--- config.mk ---
export PLATFORM = sky130hd
export DESIGN_NAME = hazard_ctrl
export DESIGN_NICKNAME = d
export VERILOG_FILES = /design/src/rtl/hazard_ctrl.sv
export SDC_FILE = /design/constraint.sdc
export NUM_CORES = 1
export LEC_CHECK = 0
export ABC_AREA = 1
export CORE_MARGIN = 2
export CORE_UTILIZATION = 35
export CTS_BUF_LIST = sky130_fd_sc_hd__clkbuf_8
export DETAILED_ROUTE_END_ITERATION = 8
export PLACE_DENSITY = 0.69
export SYNTH_ARGS = -nofsm -noshare
export SYNTH_HDL_FRONTEND = slang
export SYNTH_SLANG_ARGS = --single-unit
--- constraint.sdc ---
create_clock -name clk -period 2.6 [get_ports clk]
set_input_delay 0.78 -clock clk [delete_from_list [all_inputs] [get_ports clk]]
set_output_delay 0.78 -clock clk [all_outputs]
set_load 0.05 [all_outputs]
--- src/rtl/hazard_ctrl.sv ---
// Pipeline hazard controller: arbitrates mul/div occupancy, EX redirects, load-use
// hazards and instruction-memory wait into stall/flush controls and a stall counter.
module hazard_ctrl #(
  parameter int MDU_CYCLES  = 4,
  parameter int STALL_CNT_W = 16
) (
  input  logic                   clk,
  input  logic                   rst,
  input  logic [4:0]             id_rs1,
  input  logic [4:0]             id_rs2,
  input  logic                   id_uses_rs1,
  input  logic                   id_uses_rs2,
  input  logic [4:0]             ex_rd,
  input  logic                   ex_mem_read,
  input  logic                   ex_redirect,
  input  logic                   ex_mdu_start,
  input  logic                   imem_ready,
  output logic                   pc_en,
  output logic                   fd_stall,
  output logic                   fd_flush,
  output logic                   de_stall,
  output logic                   de_flush,
  output logic                   em_flush,
  output logic                   mdu_busy,
  output logic [STALL_CNT_W-1:0] stall_cycles
);

  typedef enum logic {IDLE, BUSY} state_t;

  localparam logic [3:0] REM_INIT = 4'(MDU_CYCLES - 1);

  state_t                 r_state;
  logic [3:0]             r_rem;
  logic [STALL_CNT_W-1:0] r_stall_cycles;
  logic                   w_mdu_stall;
  logic                   w_load_use;

  always_comb begin
    w_load_use = ex_mem_read && (ex_rd != 5'd0) &&
                 ((id_uses_rs1 && (id_rs1 == ex_rd)) ||
                  (id_uses_rs2 && (id_rs2 == ex_rd)));
    // In BUSY the held op keeps ex_mdu_start high, so only rem decides the stall.
    w_mdu_stall = (r_state == BUSY) ? (r_rem > 4'd1)
                                    : (ex_mdu_start && (MDU_CYCLES > 1));
  end

  // NOTE: every output gets a default first so no path through the chain infers a latch.
  always_comb begin
    pc_en    = 1'b1;
    fd_stall = 1'b0;
    fd_flush = 1'b0;
    de_stall = 1'b0;
    de_flush = 1'b0;
    em_flush = 1'b0;
    if (rst) begin
      pc_en    = 1'b0;
      fd_flush = 1'b1;
      de_flush = 1'b1;
      em_flush = 1'b1;
    end else if (w_mdu_stall) begin
      pc_en    = 1'b0;
      fd_stall = 1'b1;
      de_stall = 1'b1;
      em_flush = 1'b1;
    end else if (ex_redirect) begin
      fd_flush = 1'b1;
      de_flush = 1'b1;
    end else if (w_load_use) begin
      pc_en    = 1'b0;
      fd_stall = 1'b1;
      de_flush = 1'b1;
    end else if (!imem_ready) begin
      pc_en    = 1'b0;
      fd_flush = 1'b1;
    end
  end

  // NOTE: sequential state uses non-blocking assignments so all registers update together.
  always_ff @(posedge clk or posedge rst) begin
    if (rst) begin
      r_state        <= IDLE;
      r_rem          <= 4'd0;
      r_stall_cycles <= '0;
    end else begin
      case (r_state)
        IDLE: begin
          if (ex_mdu_start && (MDU_CYCLES > 1)) begin
            r_rem   <= REM_INIT;
            r_state <= BUSY;
          end
        end
        BUSY: begin
          r_rem <= r_rem - 4'd1;
          if (r_rem <= 4'd1) r_state <= IDLE;
        end
        default: r_state <= IDLE;
      endcase
      if (!pc_en && (r_stall_cycles != '1)) r_stall_cycles <= r_stall_cycles + 1'b1;
    end
  end

  assign mdu_busy     = (r_state == BUSY);
  assign stall_cycles = r_stall_cycles;

endmodule
==> flow_summary_export.csv, run 1 <==
group,metric,value,unit
outcome,status,"completed",
place,place_ws,-422,ps
timing,worstMarginPinSlew,519,ps
final_layout,antenna_cells,0,
flow_run,drv_cap,0,
final_layout,drive_above_1_share,0.245,
route,drcViolationCount,0,
setup_path,crit_fanout,4,
synth,synthFlopType,"dfrtp_1",
timing,setup_ws,33.7,ps
clock_tree,ctsHoldBuffers,0,
clock_tree,cts_sinks,21,
timing,setup_viol,0,
place,place_area,2170,sq um
power,finalPower,1.87,mW
hold_path,min_path_cells,1,
synth,synth_edf_count,0,
route,drt_iter0_drc,49,
floorplanning,core,4060,sq um
final_layout,layout.nets,309,
clock_tree,cts.htree.levels,1,
place,port_buffers,45,
setup_path,reg2reg_slack,610,ps
timing,holdWs,510,ps
grt,grt_overflow,0,
setup_path,worstPathArrival,1790,ps
floorplanning,die_h,69.6,microns
setup_path,r2r-end,"stall_cycles[0]",
setup_path,worstSetupPathType,"primary input to output pin",
synth,postSynthAreaPerCell,6.65,sq um
floorplanning,die-area,4840,sq um
hold_path,hold_path.class,"register to register",
floorplanning,start_util,0.371,
synth,syn_inst,226,
final_layout,fin_area,2200,sq um
clock_tree,clk_latency,260,ps
hold_path,holdCritStartpoint,"r_rem[3]",
grt,grt_max_degree,22,
synth,ys_types,23,
timing,min_period,2570,ps
power,vdd_ir_drop_max,0.000263,V
route,viasPerCell,4.66,
grt,antenna_found_initial,0,
route,antenna_left,0,
timing,final.setup_skew,0.540,ps
setup_path,reg2reg_from,"stall_cycles[0]",
setup_path,crit_required,1820,ps
place,place_inst,328,
power,leakage,1.10,nW
place,dp.final_hpwl,2730,microns
clock_tree,root_buffer,"clkbuf_8",
timing,fmax,0.390,GHz
setup_path,crit_path_cell_trace,"dlygate4sd2_1 > clkinvlp_4 > nand2_8 > nor2_2 > nand2_2 > inv_8 > buf_8",
timing,rsz0062_at_grt,"true",
floorplanning,die_w,69.6,microns
synth,syn_area,1500,sq um
floorplanning,pin_count,46,
timing,finalMaxSlewViolations,0,
setup_path,startpoint,"rst",
timing,setup_tns,0,ps
grt,grt_pass1_wl,6290,microns
route,routedWlPerCell,10.5,microns
synth,ys_warn_count,0,
synth,synth-async-reset-ratio,1.00,
clock_tree,cts.clk_slew.worst_paths,80,ps
grt,grt_usage,0.155,
setup_path,reg2reg_depth,9,
timing,hold_violations,0,
synth,synth_seq_cells,21,
clock_tree,cts_tree,"done",
clock_tree,clk_path_buf_depth,2,
timing,finalCritPeriodShare,0.987,
power,p_per_area,850,nW/um^2
setup_path,crit_path_start_kind,"primary input",
setup_path,critical_path.max_stage_delay,360,ps
route,wl,3490,microns
final_layout,final_util,0.543,
synth,syn_nets,252,
setup_path,critPathCaptureType,"output pin",
timing,relSlewSlack,0.653,
place,place_congestion,0.824,
setup_path,crit_path_top_delay_cell,"dlygate4sd2_1",
floorplanning,rows,23,
synth,seq_area_frac_synth,0.349,
grt,grt_pass1_vias,1453,
final_layout,final_cells,332,
final_layout,syn_to_final_growth,46.5,%
clock_tree,cts_buffers,3,
route,drt_first_pass_iters,4,
route,vias,1547,
hold_path,worstHoldEndpoint,"r_rem[3]",
==> layout make-up <==
cell class | count | area, sq um
clock buffer | 3 | 41.3
clock inverter | 1 | 5.00
fill | 403 | 1850
inverter | 27 | 113
multi-input combinational | 175 | 948
sequential | 21 | 527
tap | 50 | 62.6
timing repair buffer | 55 | 507
==> routing by layer <==
metal,share of wire,wire length (microns),global-route usage,vias to the layer above
met3,0.040,141,0.0218,5
met4,0.014,48,0.0458,0
met2,0.46,1620,0.265,31
met5,0,0,0,-
met1,0.48,1680,0.203,690
li1,-,-,-,821
==> state kept, by name (all words and copies together) (netlist names) <==
signal        cells
r_rem             4
mdu_busy          1
stall_cycles     16
==> worst max path at each step <==
| stage | to | slack (ps) | depth (start not counted) |
|---|---|---|---|
| final | pc_en | 30 | 7 |
| after global routing | fd_flush | -50 | 11 |
| after CTS | fd_flush | 3 | 11 |
| after detailed placement | pc_en | -420 | 11 |
| after global placement | pc_en | -380 | 11 |
| after floorplan | pc_en | 5 | 6 |
==> kinds of logic (layout without fill, tap and decap cells) <==
family	after synthesis	count (layout)	synth area share
AO/OA/AOI/OAI	10	10	0.0374
adder cells (fa/ha/maj)	3	3	0.0250
buffers and inverters	30	86	0.0815
AND/OR/NAND/NOR	149	149	0.431
XOR/XNOR	13	13	0.0757
flip-flops	21	21	0.349
==> Yosys cell counts (3+ instances only) <==
cell type | n | area share
nor2_1 | 26 | 0.065
ha_1 | 3 | 0.025
inv_2 | 4 | 0.010
o21ai_0 | 4 | 0.013
xnor2_1 | 6 | 0.035
nand3_1 | 29 | 0.097
nor3_1 | 3 | 0.010
nand2_1 | 82 | 0.20
inv_1 | 23 | 0.057
xor2_1 | 7 | 0.041
dfrtp_1 | 21 | 0.35
==> repair_timing <==
item,4_1_cts,5_1_grt
gates resized for setup,64,16
pin swaps,25,15
hold endpoints to repair,0,0
setup endpoints to repair,6,5
setup buffers,0,0
==> critical path, delay by kind of cell <==
family | cells | cell delay [ps]
and+or+nand+nor | 3 | 250
buffers and inverters | 4 | 740
==> placed cells by master, fill, tap and decap left out, drive strengths merged <==
cell | synthesis | layout
nand2 | 85 | 85
nand3 | 31 | 31
nor2 | 26 | 26
inv | 27 | 26
buf | 3 | 25
dfrtp | 21 | 21
clkdlybuf4s50 | 0 | 18
clkbuf | 0 | 9
xor2 | 7 | 7
o21ai | 7 | 7
xnor2 | 6 | 6
nor3 | 5 | 5
dlygate4sd2 | 0 | 4
ha | 3 | 3
nand4 | 2 | 2
a21oi | 2 | 2
clkinvlp | 0 | 1
a22oi | 1 | 1
clkinv | 0 | 1
clkdlybuf4s15 | 0 | 1
dlymetal6s2s | 0 | 1
==> report_power, final <==
group	total (mW)	switching, mW	internal, mW
Sequential	0.543	0.123	0.420
Clock	0.218	0.111	0.107
Combinational	1.11	0.666	0.448
Total	1.87	0.899	0.975
No activity file was read; power rests on OpenSTA's default activity.
==> run 2, diff against run 1 <==
--- a/config.mk
+++ b/config.mk
@@ -11,6 +11,8 @@
 export CTS_BUF_LIST = sky130_fd_sc_hd__clkbuf_8
 export DETAILED_ROUTE_END_ITERATION = 8
 export PLACE_DENSITY = 0.69
+export REMOVE_ABC_BUFFERS = 1
+export SETUP_SLACK_MARGIN = 0.3
 export SYNTH_ARGS = -nofsm -noshare
 export SYNTH_HDL_FRONTEND = slang
 export SYNTH_SLANG_ARGS = --single-unit
==> run 2 against run 1 <==
  * Final area rose by 6.5%
  * Cell count grew 1.2%
  * Power fell by 1.1%
  * Maximum frequency grew 0.77%
  * Largest power group unchanged
==> flow_summary_export.csv, run 2 (synthesis gave the netlist of run 1 again) <==
group,metric,value,unit
outcome,status,"completed",
route,drcViolationCount,0,
setup_path,critical_path.max_stage_delay,150,ps
clock_tree,cts_buffers,3,
floorplanning,die-area,4840,sq um
route,viasPerCell,4.69,
place,port_buffers,45,
final_layout,fillers,355,
timing,relSlewSlack,0.652,
floorplanning,rows,23,
clock_tree,cts.clk_slew.worst_paths,70,ps
place,dp.final_hpwl,2720,microns
final_layout,layout_commonest_cell,"nand2_1",
setup_path,cp_top_family,"simple AND/OR/NAND/NOR gates",
clock_tree,root_buffer,"clkbuf_8",
timing,rsz0062_at_grt,"true",
floorplanning,die_h,69.6,microns
grt,grt_max_degree,22,
setup_path,crit_path_top_delay_cell,"buf_12",
route,routedWlPerCell,11.0,microns
floorplanning,core,4060,sq um
setup_path,worstSetupPathType,"primary input to output pin",
place,place_congestion,0.848,
setup_path,critPathBufInv,3,
clock_tree,cts_tree,"done",
final_layout,multi_input_area,963,sq um
grt,grt_usage,0.158,
power,vdd_ir_drop_max,0.000472,V
final_layout,fin_area,2350,sq um
final_layout,drive_above_1_share,0.290,
timing,min_period,2550,ps
setup_path,crit_fanout,3,
setup_path,crit_path_start_kind,"primary input",
final_layout,syn_to_final_growth,56.1,%
place,place_area,2130,sq um
flow_run,drv_cap,0,
hold_path,hold_path.class,"register to register",
grt,antenna_found_initial,0,
final_layout,regArea,527,sq um
clock_tree,clk_path_buf_depth,2,
place,place_ws,-407,ps
final_layout,layout.nets,313,
timing,setup_ws,53.2,ps
final_layout,antenna_cells,0,
grt,grt_pass1_vias,1505,
timing,finalCritPeriodShare,0.980,
floorplanning,pin_count,46,
setup_path,crit_required,1820,ps
grt,grt_overflow,0,
route,vias,1577,
setup_path,critPathCaptureType,"output pin",
timing,finalMaxSlewViolations,0,
clock_tree,cts_sinks,21,
floorplanning,start_util,0.371,
setup_path,crit_path_cell_trace,"buf_8 > nand2_1 > nand2_1 > nor2_1 > nand3_1 > nand2_4 > buf_12 > nand2_4 > a21oi_4 > buf_12",
final_layout,final_util,0.578,
timing,worstMarginPinSlew,525,ps
final_layout,mostFrequentLayoutCells,"nand2_1, nand3_1, nor2_1",
clock_tree,clk_latency,250,ps
timing,setup_viol,0,
route,wl,3690,microns
route,drt_first_pass_iters,4,
floorplanning,die_w,69.6,microns
timing,fmax,0.393,GHz
clock_tree,cts.htree.levels,1,
route,drt_iter0_drc,87,
timing,setup_tns,0,ps
timing,hold_violations,0,
route,antenna_left,0,
setup_path,worstPathArrival,1770,ps
final_layout,largest_register_ffs,16,
power,leakage,1.29,nW
power,p_per_area,790,nW/um^2
timing,final.setup_skew,2.75,ps
power,finalPower,1.85,mW
grt,grt_pass1_wl,6480,microns
## run 2: cell count changes in the layout (fill, tap and decap cells not counted), sizes merged
cell           change
buf                +9
clkbuf             -4
clkdlybuf4s15      +1
clkdlybuf4s50     -17
clkinv             -1
clkinvlp           -1
dlygate4sd2       +10
dlymetal6s2s       +5
inv                +2
## run 2: through the flow
step	std cells	hold slack [ps]
final	336	502
after global placement	329	487
after CTS	336	508
after floorplan	223	459
after global routing	336	539
after detailed placement	329	497
## run 2: timing repair
action                     CTS  global route
setup endpoints to repair   31            12
resized for setup          114            33
hold buffers                 0             0
pin swaps                   30            21
buffers inserted             3             0
## run 2: power by group
group / internal, mW / switching [mW]
Clock: 0.105 / 0.0992
Combinational: 0.442 / 0.663
Sequential: 0.420 / 0.124
## run 2: final cells by class
class / instances / area share
tap: 50 / 0.0267
inverter: 27 / 0.0474
timing repair buffer: 59 / 0.272
sequential: 21 / 0.224
multi-input combinational: 175 / 0.410
clock buffer: 3 / 0.0176
clock inverter: 1 / 0.00160
## run 2: worst paths after layout
check,slack (ps),cells past startpoint,to,start
worst min register to register,500,1,r_rem[3],r_rem[3]
max in group asynchronous,1470,4,mdu_busy,rst
worst max-delay path,50,10,de_flush,ex_rd[1]
worst max register to register,550,9,stall_cycles[5],stall_cycles[0]
min in group asynchronous,910,4,stall_cycles[7],rst
worst min-delay path,500,1,r_rem[3],r_rem[3]
## run 2: per-layer routing
metal	routed length, microns	GRT usage
met4	23	0.0414
met3	74	0.0174
met1	1700	0.211
met2	1890	0.274
met5	0	0
==> run 3, diff against run 2 <==
--- a/config.mk
+++ b/config.mk
@@ -13,6 +13,7 @@
 export PLACE_DENSITY = 0.69
 export REMOVE_ABC_BUFFERS = 1
 export SETUP_SLACK_MARGIN = 0.3
+export SLEW_MARGIN = 40
 export SYNTH_ARGS = -nofsm -noshare
 export SYNTH_HDL_FRONTEND = slang
 export SYNTH_SLANG_ARGS = --single-unit
==> results of run 3 <==
No change in the layout: final DEF, timing and power equal those of run 2.
